File: config.mk
export PLATFORM = sky130hd
export DESIGN_NAME = panel_ctrl
export DESIGN_NICKNAME = d
export VERILOG_FILES = /design/src/rtl/clock_pkg.sv /design/src/rtl/btn_debounce.sv /design/src/rtl/panel_ctrl.sv
export SDC_FILE = /design/constraint.sdc
export NUM_CORES = 1
export LEC_CHECK = 0
export ABC_AREA = 1
export CORE_MARGIN = 3
export CORE_UTILIZATION = 45
export DETAILED_ROUTE_END_ITERATION = 7
export GPL_TIMING_DRIVEN = 0
export PLACE_DENSITY = 0.59
export SYNTH_ARGS = -nofsm -noshare
export SYNTH_HDL_FRONTEND = slang
export SYNTH_SLANG_ARGS = --single-unit
File: constraint.sdc
create_clock -name clk -period 2 [get_ports clk]
set_input_delay 0.5 -clock clk [delete_from_list [all_inputs] [get_ports clk]]
set_output_delay 0.5 -clock clk [all_outputs]
set_load 0.02 [all_outputs]
File: src/rtl/clock_pkg.sv
// Encodings shared between the front-panel controller and the DigitalClock core.
package clock_pkg;

    typedef enum logic [1:0] {
        MODE_CLOCK = 2'd0,
        MODE_TIMER = 2'd1,
        MODE_ALARM = 2'd2
    } mode_t;

    typedef enum logic [1:0] {
        SELECT_NONE = 2'd0,
        SELECT_SEC  = 2'd1,
        SELECT_MIN  = 2'd2,
        SELECT_HOUR = 2'd3
    } select_t;

    localparam int unsigned RING_SRC_TIMER = 0;

    // Bit positions of the five buttons in the panel's internal press vector.
    localparam int BTN_C = 0;
    localparam int BTN_U = 1;
    localparam int BTN_L = 2;
    localparam int BTN_R = 3;
    localparam int BTN_D = 4;
    localparam int N_BTN = 5;

    function automatic select_t next_select(input select_t s);
        return select_t'(s + 2'd1);
    endfunction

endpackage

File: src/rtl/btn_debounce.sv
// Single-button debouncer: level follows raw after CYCLES stable samples; press marks a 0->1 flip.
// raw is expected to be already synchronised to clk.
module btn_debounce #(
    parameter int unsigned CYCLES = 1_000_000
) (
    input  logic clk,
    input  logic resetn,
    input  logic raw,
    output logic level,
    output logic press
);

    localparam int unsigned CW = $clog2(CYCLES + 1);

    logic [CW-1:0] cnt;

    // NOTE: sequential state uses non-blocking assignments so every flop samples pre-edge values.
    always_ff @(posedge clk or negedge resetn) begin
        if (!resetn) begin
            cnt   <= '0;
            level <= 1'b0;
            press <= 1'b0;
        end else begin
            press <= 1'b0;
            if (raw == level) begin
                cnt <= '0;
            end else if (cnt == CW'(CYCLES - 1)) begin
                cnt   <= '0;
                level <= raw;
                press <= raw;
            end else begin
                cnt <= cnt + 1'b1;
            end
        end
    end

endmodule

File: src/rtl/panel_ctrl.sv
// Front-panel controller: button debounce, mode/field FSM, alarm/timer enables and beeping ring tone.
module panel_ctrl
    import clock_pkg::*;
#(
    parameter int unsigned     N_ALARMS            = 2,
    parameter int unsigned     DEBOUNCE_CYCLES     = 1_000_000,
    parameter int unsigned     TONE_HALF_CYCLES    = 33_333,
    parameter int unsigned     BEEP_ON_CYCLES      = 25_000_000,
    parameter int unsigned     BEEP_OFF_CYCLES     = 25_000_000,
    parameter longint unsigned RING_TIMEOUT_CYCLES = 64'd6_000_000_000,
    localparam int unsigned    IDX_W               = (N_ALARMS > 1) ? $clog2(N_ALARMS) : 1,
    localparam int unsigned    SRC_W               = $clog2(N_ALARMS + 1)
) (
    input  logic                clk,
    input  logic                resetn,
    input  logic                btn_c,
    input  logic                btn_u,
    input  logic                btn_l,
    input  logic                btn_r,
    input  logic                btn_d,
    input  logic [N_ALARMS-1:0] alarm_hit,
    input  logic                timer_hit,
    output logic [1:0]          mode,
    output logic [IDX_W-1:0]    alarm_idx,
    output logic [1:0]          select,
    output logic                increment,
    output logic                timer_enable,
    output logic [N_ALARMS-1:0] alarm_enable,
    output logic                ringing,
    output logic [SRC_W-1:0]    ring_src,
    output logic                aud_pwm
);

    localparam int unsigned PHASE_MAX = (BEEP_ON_CYCLES > BEEP_OFF_CYCLES) ? BEEP_ON_CYCLES : BEEP_OFF_CYCLES;
    localparam int unsigned PW        = $clog2(PHASE_MAX + 1);
    localparam int unsigned TW        = $clog2(TONE_HALF_CYCLES + 1);

    logic [N_BTN-1:0] raw_btn, btn_press, unused_level;

    assign raw_btn = {btn_d, btn_r, btn_l, btn_u, btn_c};

    for (genvar b = 0; b < N_BTN; b++) begin : g_btn
        btn_debounce #(.CYCLES(DEBOUNCE_CYCLES)) u_db (
            .clk   (clk),
            .resetn(resetn),
            .raw   (raw_btn[b]),
            .level (unused_level[b]),
            .press (btn_press[b])
        );
    end

    mode_t                mode_q, mode_n;
    select_t              sel_q, sel_n;
    logic [IDX_W-1:0]     idx_q, idx_n, arb_idx;
    logic [SRC_W-1:0]     src_q, src_n, arb_src;
    logic                 te_q, te_n, ring_q, ring_n, inc_q, inc_n;
    logic [N_ALARMS-1:0]  ae_q, ae_n, alarm_hit_q, alarm_rise;
    logic                 timer_hit_q, timer_rise, hit_start;
    logic                 on_q, on_n, tone_q, tone_n;
    logic [PW-1:0]        ph_q, ph_n;
    logic [TW-1:0]        tc_q, tc_n;
    logic [63:0]          to_q, to_n;

    always_ff @(posedge clk or negedge resetn) begin
        if (!resetn) begin
            mode_q      <= MODE_CLOCK;
            sel_q       <= SELECT_NONE;
            idx_q       <= '0;
            src_q       <= '0;
            te_q        <= 1'b0;
            ae_q        <= '0;
            ring_q      <= 1'b0;
            inc_q       <= 1'b0;
            on_q        <= 1'b0;
            tone_q      <= 1'b0;
            ph_q        <= '0;
            tc_q        <= '0;
            to_q        <= '0;
            timer_hit_q <= 1'b0;
            alarm_hit_q <= '0;
        end else begin
            mode_q      <= mode_n;
            sel_q       <= sel_n;
            idx_q       <= idx_n;
            src_q       <= src_n;
            te_q        <= te_n;
            ae_q        <= ae_n;
            ring_q      <= ring_n;
            inc_q       <= inc_n;
            on_q        <= on_n;
            tone_q      <= tone_n;
            ph_q        <= ph_n;
            tc_q        <= tc_n;
            to_q        <= to_n;
            timer_hit_q <= timer_hit;
            alarm_hit_q <= alarm_hit;
        end
    end

    assign timer_rise = timer_hit & ~timer_hit_q;
    assign alarm_rise = alarm_hit & ~alarm_hit_q & ae_q;
    assign hit_start  = !ring_q && (timer_rise || (|alarm_rise));

    // Lowest enabled alarm index with a rising edge wins; the timer outranks all alarms below.
    always_comb begin
        arb_src = '0;
        arb_idx = '0;
        for (int k = int'(N_ALARMS) - 1; k >= 0; k--) begin
            if (alarm_rise[k]) begin
                arb_src = SRC_W'(k + 1);
                arb_idx = IDX_W'(k);
            end
        end
    end

    // NOTE: every next-state signal gets a default first so no latch is inferred.
    always_comb begin
        mode_n = mode_q;
        sel_n  = sel_q;
        idx_n  = idx_q;
        src_n  = src_q;
        te_n   = te_q;
        ae_n   = ae_q;
        ring_n = ring_q;
        inc_n  = 1'b0;
        on_n   = on_q;
        tone_n = tone_q;
        ph_n   = ph_q;
        tc_n   = tc_q;
        to_n   = to_q;

        if (hit_start) begin
            ring_n = 1'b1;
            sel_n  = SELECT_NONE;
            to_n   = '0;
            on_n   = 1'b1;
            ph_n   = '0;
            tc_n   = '0;
            tone_n = 1'b0;
            if (timer_rise) begin
                src_n  = SRC_W'(RING_SRC_TIMER);
                mode_n = MODE_TIMER;
                te_n   = 1'b0;
            end else begin
                src_n  = arb_src;
                mode_n = MODE_ALARM;
                idx_n  = arb_idx;
            end
        end else if (ring_q) begin
            // Any press while ringing is an acknowledge only.
            if ((|btn_press) || (to_q == 64'(RING_TIMEOUT_CYCLES - 1)))
                ring_n = 1'b0;
            to_n = to_q + 64'd1;
            if (on_q) begin
                if (ph_q == PW'(BEEP_ON_CYCLES - 1)) begin
                    on_n   = 1'b0;
                    ph_n   = '0;
                    tc_n   = '0;
                    tone_n = 1'b0;
                end else begin
                    ph_n = ph_q + 1'b1;
                    if (tc_q == TW'(TONE_HALF_CYCLES - 1)) begin
                        tc_n   = '0;
                        tone_n = !tone_q;
                    end else begin
                        tc_n = tc_q + 1'b1;
                    end
                end
            end else if (ph_q == PW'(BEEP_OFF_CYCLES - 1)) begin
                on_n   = 1'b1;
                ph_n   = '0;
                tc_n   = '0;
                tone_n = 1'b0;
            end else begin
                ph_n = ph_q + 1'b1;
            end
        end else begin
            inc_n = btn_press[BTN_U];
            if (btn_press[BTN_D])
                sel_n = next_select(sel_q);
            if (btn_press[BTN_R]) begin
                case (mode_q)
                    MODE_CLOCK: begin
                        mode_n = MODE_TIMER;
                        sel_n  = SELECT_SEC;
                    end
                    MODE_TIMER: begin
                        mode_n = MODE_ALARM;
                        idx_n  = '0;
                        sel_n  = SELECT_SEC;
                    end
                    default: begin
                        if (idx_q == IDX_W'(N_ALARMS - 1)) begin
                            mode_n = MODE_CLOCK;
                            idx_n  = '0;
                            sel_n  = SELECT_NONE;
                        end else begin
                            idx_n = idx_q + 1'b1;
                            sel_n = SELECT_SEC;
                        end
                    end
                endcase
            end
            if (btn_press[BTN_C] && (mode_q == MODE_TIMER))
                te_n = !te_q;
            if (btn_press[BTN_L] && (mode_q == MODE_ALARM))
                ae_n[idx_q] = !ae_q[idx_q];
        end
    end

    always_comb begin
        mode         = mode_q;
        alarm_idx    = idx_q;
        select       = sel_q;
        increment    = inc_q;
        timer_enable = te_q;
        alarm_enable = ae_q;
        ringing      = ring_q;
        ring_src     = src_q;
        aud_pwm      = ring_q & on_q & tone_q;
    end

endmodule

### Word-level counts from Yosys, hierarchy flattened

Cells that the tools add are included.

| storage, ports and cells | value |
|---|---|
| bits in registers | 232 |
| bits in latches | 0 |
| RAM bits | 0 |
| bits in read-only memories | 0 |
| input port bits | 10 |
| output and inout bits | 13 |
| logic and storage cells | 187 |
| memories | 0 |

| operators by class | value |
|---|---|
| $add $sub $neg | 10 |
| multiply operators | 0 |
| div/mod/pow operators | 0 |
| $lt $le $gt $ge | 2 |
| eq/ne operators | 19 |
| shift-type cells | 0 |
| mux-type cells | 79 |
| bitwise logic cells | 14 |
| reductions and logical operators | 33 |

Operators with widths:

| operator | number |
|---|---|
| $mux 20 | 10 |
| $mux 64 | 2 |
| $add 20x1->20 const B | 5 |
| $eq 20x20->1 const B | 5 |
| $mux 16 | 6 |
| $mux 25 | 3 |
| $add 64x1->64 const B | 1 |
| $eq 64x33->1 const B | 1 |
| $mux 1 | 42 |
| $add 25x1->25 const B | 1 |
| $eq 25x25->1 const B | 1 |
| $mux 2 | 12 |
| $add 16x1->16 const B | 1 |
| $eq 16x16->1 const B | 1 |
| $reduce_and 2->1 | 7 |
| $reduce_and 3->1 | 4 |
| $reduce_bool 3->1 | 3 |
| $not 1->1 | 8 |
| $ne 2x2->1 const B | 3 |
| $reduce_bool 2->1 | 3 |
| $eq 1x1->1 | 5 |
| $reduce_or 5->1 | 1 |
| $and 2x2->2 | 2 |
| $logic_and 1x1->1 | 4 |
| other kinds (19) | 26 |

### Logic depth before layout (Yosys ltp)

Gate-level depths: netlist (run 1).

| logic depth | value |
|---|---|
| word-level depth | 8 |
| gate-level depth with buffers | 12 |
| mapped depth without buffers | 12 |

### Modules after synthesis

A second synthesis (run 1) with hierarchy kept.

| second synthesis, totals | value |
|---|---|
| cell total of the unflattened synthesis | 1948 |
| area total of the unflattened synthesis | 14420.1 sq um |

By module, submodules not included:

| module | times used | cells each | area each (sq um) | sequential area each (sq um) |
|---|---|---|---|---|
| panel_ctrl | 1 | 1123 | 7694.9 | 3052.9 |
| btn_debounce | 5 | 165 | 1345.0 | 550.5 |

### Worst setup path before layout (run 1)

OpenSTA, ideal clock, no wires.

| path | value |
|---|---|
| path type | register -> output |
| from | reg ring_q, in the netlist ringing |
| to | out aud_pwm |
| arrival time | 1.326 ns |
| required time | 1.500 ns |
| path slack | 0.174 ns |
| stages on the path, launching flop included | 5 |
| buffers on the path | 2 |
| path through | dfrtp_1 > buf_2 > buf_2 > nand2_1 > nor2_1 |

| between the ends | value |
|---|---|
| cells in the longest elaborated chain, start to end | 2 |

Ends and longest elaborated chain:

| element | RTL line | RTL |
|---|---|---|
| from (decl) | panel_ctrl.sv:56 | `logic te_q, te_n, ring_q, ring_n, inc_q, inc_n;` |
| from (signal assigned) | panel_ctrl.sv:88 | `ring_q <= ring_n;` |
| $and 1x1->1 (2 in series) | panel_ctrl.sv:220 | `aud_pwm = ring_q & on_q & tone_q;` |
| to (decl) | panel_ctrl.sv:31 | `output logic aud_pwm` |

No other way between the ends.

### Worst setup path in the final report (run 1)

| path | value |
|---|---|
| from | reg ring_q, in the netlist ringing |
| to | out ringing |

RTL lines:

| element | RTL line | RTL |
|---|---|---|
| to (decl) | panel_ctrl.sv:29 | `output logic ringing,` |

No word-level cell between the ends.

==> results of run 1 <==
-- power groups by stage --
stage / clock network [uW] / logic (uW) / registers, uW
finish: 5110 / 1720 / 5610
floorplan: 0 / 1120 / 5590
CTS: 5240 / 1690 / 5600
global route: 5420 / 1990 / 5680
detailed placement: 0 / 1690 / 5670
global placement: 0 / 1640 / 5680
-- flip-flops by register name, indices dropped and copies added (netlist names), 2 cells and up --
register and count:
g_btn.u_db.press 5, ring_src 2, ph_q 25, alarm_enable 2, select 2, mode 2
g_btn.u_db.cnt 100, alarm_hit_q 2, to_q 64, g_btn.u_db.level 5, tc_q 16
-- layer usage --
metal,vias to the layer above,part of all wire
met5,-,0.00038
met4,2,0.020
met3,63,0.044
met2,233,0.46
met1,5757,0.48
li1,6191,-
-- cells by family (layout without fill, tap and decap cells) --
family / Yosys count / after routing / share of synthesized area
xor+xnor: 61 / 61 / 0.0397
compound gates: 139 / 139 / 0.0538
simple gates: 1160 / 1160 / 0.383
buf+inv: 286 / 370 / 0.0830
fa+ha+maj: 9 / 9 / 0.00838
flops: 232 / 232 / 0.432
-- cell usage in the layout, fill, tap and decap left out, types with 12 or more instances in the layout --
cell       instances
a21oi_1           42
buf_4             12
clkbuf_16         29
dfrtp_1          231
inv_1            254
nand2_1          409
nand2_2           13
nand3_1          176
nand4_1           80
nor2_1           338
nor2_2            15
nor2_4            15
nor3_1            72
nor3b_1           13
o21ai_0           67
o21ai_1           18
xnor2_1           12
xor2_1            49
-- stage by stage --
step	worst slack [ns]	setup TNS (ns)	instance area, sq um	utilization
finish	0.0548	0	15300	0.527
global route	-0.00705	-0.0123	15300	0.527
CTS	-0.0556	-0.0556	15200	0.522
detailed placement	-0.610	-51.34	14200	0.488
global placement	-9.96	-2356.92	14100	0.486
floorplan	0.174	0	13400	-
-- layout make-up --
cell class                 count  area [sq um]
fill                        2882         13800
buffer                        25           168
inverter                     260           980
multi-input combinational   1369          6600
clock inverter                 8          80.1
tap                          384           480
clock buffer                  42           855
sequential                   232          5810
timing repair buffer          35           353
-- worst paths after layout --
kind,to,slack [ns],depth (start not counted)
max in group asynchronous,g_btn[3].u_db.cnt[15],0.89,3
min,ph_q[24],0.32,2
min in group clk,timer_hit_q,0.42,1
max,ringing,0.05,2
min reg2reg,g_btn[3].u_db.cnt[0],0.45,1
max reg2reg,to_q[41],0.09,10
-- what timing repair did --
| action | 4_1_cts | 5_1_grt |
|---|---|---|
| gates resized for setup | 31 | 28 |
| setup buffers | 1 | 9 |
| pin swaps | 0 | 2 |
| hold buffers | 1 | 0 |
| endpoints found under the hold margin | 3 | 0 |
| setup endpoints to repair | 28 | 97 |
==> impl_metrics.py, run 1 <==
metrics = {
    "synth": {
        "synth.distinct_cells": 36,
        "synth.top_cells.by_count": "nand2_1 (413), nor2_1 (343), inv_1 (255), dfrtp_1 (232), nand3_1 (177)",
        "synth-seq-cells": 232,
        "synth_edf_count": 0,
        "yosysTopAreaCell": "dfrtp_1",
        "syn_nets": 1906,
        "syn_inst": 1887,
        "yosysMostFrequentCell": "nand2_1",
        "synth.top_cell.area_share": 0.432,
        "yosysWarnings": 0,
        "async_reset_ff_frac": 1.00,
        "seq_area_frac_synth": 0.432,
        "ys.flop_type": "dfrtp_1",
        "syn_area_per_cell_sq_um": 7.13,
        "ys_top_cells_by_area": "dfrtp_1 (43%), nand2_1 (12%), nor2_1 (9.6%)",
        "synthesis.area_sq_um": 13400,
    },
    "final_layout": {
        "drive_above_1_share": 0.0731,
        "diodes": 0,
        "finalNonFillerCells": 2355,
        "fin_nets": 1971,
        "area_growth_pct": 13.9,
    },
    "placed_design": {
        "dpl.hpwl_microns": 25000,
        "dp_cells": 2295,
        "port_buffers": 22,
        "routabilityCongestion": 0.878,
    },
    "timing": {
        "fmax_mhz": 514,
        "max_slew_margin": 0.577,
        "slew_violations": 0,
        "fin_crit_sh": 0.973,
        "hold_viol_final": 0,
        "rsz0062_at_grt": "true",
        "finalSetupViolCount": 0,
        "skew_ns": 0.0116,
        "period_needed_ns": 1.95,
        "hold_ws_ns": 0.323,
        "worst_pin_slew_ns": 0.635,
    },
    "setup_path": {
        "cp-startpoint": "ringing",
        "crit_path_max_incr_delay_ns": 0.43,
        "setup.worst_path.end_class": "output pin",
        "start_kind": "flop",
        "crit_arrival_ns": 1.45,
        "crit_fanout": 4,
        "worstPathCellList": "buf_4 > clkdlybuf4s15_1",
        "slowest_stage": "dfrtp_2",
        "crit_type": "flop to output pin",
        "r2r_start": "ringing",
        "cpLargestDelayFamily": "buffers and inverters",
        "cp.required_ns": 1.50,
        "crit_buf_inv": 2,
    },
    "die": {
        "dieArea_sq_um": 32000,
        "die_w_microns": 179,
        "design.portCount": 23,
        "core-area_sq_um": 29100,
        "rows": 62,
        "initial_core_util": 0.462,
        "die_y_microns": 179,
    },
    "cts": {
        "clock_path_buffers": 3,
        "insertion_delay_ns": 0.56,
        "cts_made_buffers": 29,
        "clockRootBuffer": "clkbuf_16",
        "htreeDepth": 1,
        "cts_sinks": 232,
        "clk_pin_slew_worst_paths_ns": 0.06,
        "cts_tree": "yes",
    },
    "power_and_ir_drop": {
        "combinationalPowerShare": 0.138,
        "intPower_uw": 8830,
        "swShare": 0.291,
        "ir_drop_mv": 0.594,
        "power_density_nw_per_um2": 812,
        "p_leak_uw": 0.00678,
        "power.switching_uw": 3620,
        "clockPowerShare": 0.411,
        "p_seq_frac": 0.451,
        "total_power_uw": 12400,
    },
    "drt": {
        "ant_nets": 0,
        "dr.pass1.iters": 5,
        "drc_errors": 0,
        "drt_wl_total_microns": 34200,
        "wl_per_cell_microns": 14.5,
        "routed-via-count": 12200,
        "first_iter_violations": 892,
        "viasPerCell": 5.20,
    },
    "global_route": {
        "antenna_found_initial": 1,
        "busiest_layer": "met2",
        "grt_usage": 0.217,
        "grt_max_degree": 117,
        "grt_use_met1": 0.308,
        "grt.overflow.total": 0,
        "grt_pass1_vias": 11600,
        "use_met3": 0.0322,
        "grt_use_met2": 0.355,
        "grt_first_pass_wirelength_microns": 57500,
    },
    "outcome": {
        "status": "finished clean",
    },
    "job": {
        "cap_violations": 0,
    },
    "worst_hold_path": {
        "hold_path_class": "primary input to asynchronous set/reset pin",
    },
}
Note: power is estimated with default switching activity, not from simulation.
==> run 2: changes to the inputs <==
--- a/config.mk
+++ b/config.mk
@@ -6,6 +6,7 @@
 export NUM_CORES = 1
 export LEC_CHECK = 0
 export ABC_AREA = 1
+export CAP_MARGIN = 20
 export CORE_MARGIN = 3
 export CORE_UTILIZATION = 45
 export DETAILED_ROUTE_END_ITERATION = 7
==> results of run 2 <==
No change in the layout: final DEF, timing and power equal those of run 1.
